==> src/rtl/shift_rows_stream.sv <==
// Rijndael ShiftRows / InvShiftRows stage for Nb = 4, 6 or 8 columns.
// Byte routing is applied before capture into a two-entry (main + skid) elastic buffer.
module shift_rows_stream #(
   parameter int NB    = 4,
   parameter int CNT_W = 16
) (
   input  logic                i_Clk,
   input  logic                i_Rst_n,
   input  logic                i_Clr,
   input  logic                i_Valid,
   output logic                o_Ready,
   input  logic [32*NB-1:0]    i_Data,
   input  logic                i_fDec,
   output logic                o_Valid,
   input  logic                i_Ready,
   output logic [32*NB-1:0]    o_Data,
   output logic                o_fDec,
   output logic [CNT_W-1:0]    o_Cnt
);

   localparam int W = 32 * NB;

   if (!(NB == 4 || NB == 6 || NB == 8)) begin : g_bad_nb
      $error("shift_rows_stream: NB must be 4, 6 or 8");
   end

   // Row offsets: Nb = 8 uses 1,3,4 for rows 1..3; narrower blocks use the row index.
   function automatic int row_off(input int r);
      if (r == 0) return 0;
      if (NB == 8) return (r == 1) ? 1 : ((r == 2) ? 3 : 4);
      return r;
   endfunction

   function automatic int byte_hi(input int r, input int c);
      return W - 1 - 8 * (4 * c + r);
   endfunction

   logic [W-1:0] enc_data;
   logic [W-1:0] dec_data;
   logic [W-1:0] shifted;

   for (genvar r = 0; r < 4; r++) begin : g_row
      for (genvar c = 0; c < NB; c++) begin : g_col
         localparam int SH  = row_off(r);
         localparam int ENC = (c + SH) % NB;
         localparam int DEC = (c + NB - SH) % NB;
         assign enc_data[byte_hi(r, c) -: 8] = i_Data[byte_hi(r, ENC) -: 8];
         assign dec_data[byte_hi(r, c) -: 8] = i_Data[byte_hi(r, DEC) -: 8];
      end
   end

   assign shifted = i_fDec ? dec_data : enc_data;

   logic             m_valid;
   logic [W-1:0]     m_data;
   logic             m_fdec;
   logic             s_valid;
   logic [W-1:0]     s_data;
   logic             s_fdec;
   logic [CNT_W-1:0] cnt;
   logic             acc;
   logic             pop;

   // Handshake: a beat moves on a side only in a cycle where that side's valid and
   // ready are both high; the producer holds data/fDec stable while valid && !ready.
   assign acc = i_Valid && o_Ready;
   assign pop = m_valid && i_Ready;

   always_ff @(posedge i_Clk or negedge i_Rst_n) begin
      if (!i_Rst_n) begin
         m_valid <= 1'b0;
         m_data  <= '0;
         m_fdec  <= 1'b0;
         s_valid <= 1'b0;
         s_data  <= '0;
         s_fdec  <= 1'b0;
         cnt     <= '0;
      end else if (i_Clr) begin
         m_valid <= 1'b0;
         s_valid <= 1'b0;
         cnt     <= '0;
      end else begin
         if (pop) cnt <= cnt + CNT_W'(1);
         if (!m_valid || pop) begin
            if (s_valid) begin
               m_data  <= s_data;
               m_fdec  <= s_fdec;
               m_valid <= 1'b1;
               s_valid <= 1'b0;
            end else if (acc) begin
               m_data  <= shifted;
               m_fdec  <= i_fDec;
               m_valid <= 1'b1;
            end else begin
               m_valid <= 1'b0;
            end
         end else if (acc) begin
            // Main is stalled: park the beat in the skid entry, which drops o_Ready.
            s_data  <= shifted;
            s_fdec  <= i_fDec;
            s_valid <= 1'b1;
         end
      end
   end

   assign o_Valid = m_valid;
   assign o_Ready = !s_valid;
   assign o_Data  = m_data;
   assign o_fDec  = m_fdec;
   assign o_Cnt   = cnt;

endmodule

==> config.mk <==
export PLATFORM = sky130hd
export DESIGN_NAME = shift_rows_stream
export DESIGN_NICKNAME = d
export VERILOG_FILES = /design/src/rtl/shift_rows_stream.sv
export SDC_FILE = /design/constraint.sdc
export NUM_CORES = 1
export LEC_CHECK = 0
export CORE_MARGIN = 2
export CORE_UTILIZATION = 28
export DETAILED_ROUTE_END_ITERATION = 6
export SETUP_SLACK_MARGIN = 0.3
export SYNTH_ARGS = -nofsm -noshare
export SYNTH_HDL_FRONTEND = slang
export SYNTH_SLANG_ARGS = --single-unit
==> constraint.sdc <==
create_clock -name i_Clk -period 2.1 [get_ports i_Clk]
set_input_delay 0.42 -clock i_Clk [delete_from_list [all_inputs] [get_ports i_Clk]]
set_output_delay 0.42 -clock i_Clk [all_outputs]
set_load 0.01 [all_outputs]
==> results.py <==
metrics = {
    "cts": {
        "clock_path_buffers": 3,
        "clk_pin_slew_ns": 0.05,
        "cts_tree": "done",
        "htreeDepth": 2,
        "cts_buffers": 34,
        "cts_root_buffer": "clkbuf_16",
        "clock_latency_ns": 0.53,
        "cts_sinks": 276,
    },
    "status": {
        "status": "completed",
    },
    "pwr": {
        "finalPower_mw": 15.3,
        "power_density_nw_per_um2": 905,
        "ir_drop_mv": 0.561,
        "cellLeakagePower_nw": 7.82,
    },
    "yosys": {
        "syn_nets": 1276,
        "async_flop_share_pct": 100,
        "yosys_most_used_dff": "dfrtp_1",
        "synth_most_common_cell": "dfrtp_1",
        "syn_area_sq_um": 12000,
        "avgSynthCellArea_sq_um": 10.5,
        "synth_common_cells": "276 x dfrtp_1, 200 x nand2_1, 129 x mux2i_1",
        "yosysTopAreaCell": "dfrtp_1",
        "synth_enable_flop_cells": 0,
        "netlist.area_leader.share_pct": 57.6,
        "yosysWarnings": 0,
        "synth_seq_cells": 276,
        "ys_types": 31,
        "synthTopCellsByArea": "dfrtp_1 58%, mux2i_1 11%, nand2_1 6.3%, mux2_2 6.1%, o21ai_1 5.0%",
        "syn_inst": 1141,
        "ys_seq_area_share_pct": 57.6,
    },
    "setup_path": {
        "reg2reg_depth": 6,
        "worst_setup_path_end_kind": "flip-flop",
        "r2r_start": "o_Cnt[0]",
        "reg2reg_slack_ns": 0.34,
        "r2r_end": "o_Cnt[14]",
        "arrival_ns": 2.22,
        "cp.required_ns": 2.56,
        "start_kind": "flip-flop",
        "worst-setup-path-type": "flip-flop to flip-flop",
        "cp_max_fo": 3,
    },
    "sta": {
        "setup_ws_ns": 0.342,
        "worst_slew_pin_slew_ns": 0.730,
        "fin_crit_sh_pct": 83.7,
        "setup_viol": 0,
        "setup-tns-final_ns": 0,
        "timing.fmax_mhz": 569,
        "final_max_slew_viol_count": 0,
        "slew_headroom_pct": 51.3,
        "rsz0062_at_grt": "yes",
        "period_needed_ns": 1.76,
        "skew_ns": 0.0209,
        "hold_viol": 0,
    },
    "detailed_routing": {
        "drt_first_pass_iters": 4,
        "first_iter_violations": 318,
        "vias": 9281,
        "ant_nets": 0,
        "vias_per_cell": 4.63,
        "wl_per_cell_um": 17.5,
        "drc": 0,
        "totalWireLength_um": 35000,
    },
    "floorplan": {
        "die_x_um": 211,
        "io_pins": 281,
        "die_area_sq_um": 44500,
        "die_h_um": 211,
        "core_region_area_sq_um": 42100,
        "initial_core_util_pct": 28.5,
        "row_count": 75,
    },
    "global_route": {
        "grt_pass1_wl_um": 52600,
        "antenna_found_initial": 8,
        "gr-total-overflow": 0,
        "grt_max_degree": 85,
        "grt_pass1_vias": 9265,
        "track_usage_pct": 15.2,
    },
    "placement": {
        "gp_congestion": 0.807,
        "dp_hpwl_um": 23300,
        "dpl_cell_area_sq_um": 15600,
        "portBuffers": 280,
        "place_inst": 1922,
        "place_ws_ns": -0.0960,
    },
    "cells_and_area": {
        "syn_to_final_growth_pct": 40.9,
        "final_area_sq_um": 16900,
        "final_nets": 1576,
        "fillers": 4128,
        "drive_above_1_share_pct": 13.7,
        "final_cell_count_no_fill": 2004,
    },
    "job": {
        "maxCapViolations": 0,
    },
    "worst_hold_path": {
        "hold_class": "input pin to asynchronous set/reset pin",
    },
}
[registers in the layout (all words and copies together) (netlist names)]
signal,flops
s_valid,1
o_Data,128
s_fdec,1
s_data,128
o_fDec,1
o_Valid,1
o_Cnt,16
[repair_timing]
item | CTS | global route
pin swaps | 0 | 5
resized for setup | 151 | 16
hold buffers | 1 | 0
setup endpoints to repair | 147 | 222
buffers inserted | 6 | 9
gates cloned | 0 | 6
endpoints found under the hold margin | 44 | 0
[cell families (layout without fill, tap and decap cells)]
family	Yosys count	count (layout)	share of synthesized area, %
AO/OA/AOI/OAI	266	266	11.1
XOR/XNOR	9	9	0.657
adder cells (fa/ha/maj)	1	1	0.104
buffers and inverters	86	407	3.11
flip-flops	276	276	57.6
multiplexers	196	196	17.1
other	0	3	0
AND/OR/NAND/NOR	307	307	10.3
[layout make-up]
| cell class | count | area [sq um] | area share [%] |
|---|---|---|---|
| Multi-Input combinational cell | 779 | 4750 | 28.1 |
| Clock inverter | 8 | 76.3 | 0.452 |
| Clock buffer | 49 | 998 | 5.91 |
| Antenna cell | 3 | 7.51 | 0.0444 |
| Tap cell | 539 | 674 | 3.99 |
| Timing Repair Buffer | 346 | 3460 | 20.5 |
| Inverter | 4 | 15.0 | 0.0889 |
| Sequential cell | 276 | 6920 | 40.9 |
[routing by layer]
metal  vias to the layer above  GRT usage (%)  share of wire [%]  wire length (um)
met2                       228           24.9                 47             16300
li1                       4521              -                  -                 -
met5                         -              0               0.21                75
met4                        10           4.35                1.7               598
met1                      4473           19.5                 45             15700
met3                        49           4.55                6.6              2310
[how the worst max path moves through the flow]
| stage | from | endpoint | slack, ns | cells past startpoint |
|---|---|---|---|---|
| final | o_Cnt[0] | o_Cnt[14] | 0.34 | 6 |
| after floorplan | o_Valid | o_Data[77] | 0.33 | 8 |
| after global routing | o_Cnt[0] | o_Cnt[14] | 0.28 | 6 |
| after detailed placement | i_Ready | s_data[67] | -0.1 | 7 |
| after global placement | i_Ready | o_Cnt[14] | -0.09 | 5 |
| after CTS | s_valid | s_data[36] | 0.22 | 7 |
[power by group]
group | internal, mW | switching [mW] | total (mW)
clock network | 3.42 | 2.26 | 5.68
logic | 1.37 | 1.37 | 2.74
registers | 6.34 | 0.525 | 6.87
total | 11.1 | 4.15 | 15.3
[cell usage in the layout, fill, tap and decap left out, types with 3 or more instances in the layout]
cell | netlist | layout
clkinvlp_4 | 0 | 3
buf_6 | 2 | 3
clkdlybuf4s50_1 | 0 | 131
dlygate4sd2_1 | 0 | 146
diode_2 | 0 | 3
buf_12 | 0 | 14
nand2_1 | 200 | 199
o21ai_1 | 120 | 122
nor2_1 | 79 | 79
nand3_1 | 6 | 5
clkbuf_16 | 0 | 40
xnor2_1 | 5 | 5
clkinv_2 | 0 | 3
nor2b_1 | 3 | 3
clkbuf_1 | 51 | 7
mux2i_1 | 129 | 129
o21ai_0 | 75 | 73
buf_16 | 0 | 3
dfrtp_1 | 276 | 271
buf_4 | 0 | 40
nor3_1 | 4 | 4
xor2_1 | 4 | 4
inv_1 | 4 | 4
dfrtp_2 | 0 | 4
mux2_2 | 65 | 65
a21oi_1 | 70 | 69
clkbuf_8 | 0 | 7
[through the flow]
stage	hold slack [ns]	utilization (%)
after global routing	0.428	40.1
final	0.404	40.1
after floorplan	0.124	-
after global placement	0.373	37.1
after detailed placement	0.376	37.1
after CTS	0.393	39.4
[worst max-delay path: stages (launching register included)]
cell	delay (ns)
dfrtp_1	0.37
buf_6	0.12
ha_4	0.13
nand3_2	0.06
or4_4	0.55
or3_4	0.34
a21oi_2	0.11
(Power assumes the default switching activity.)
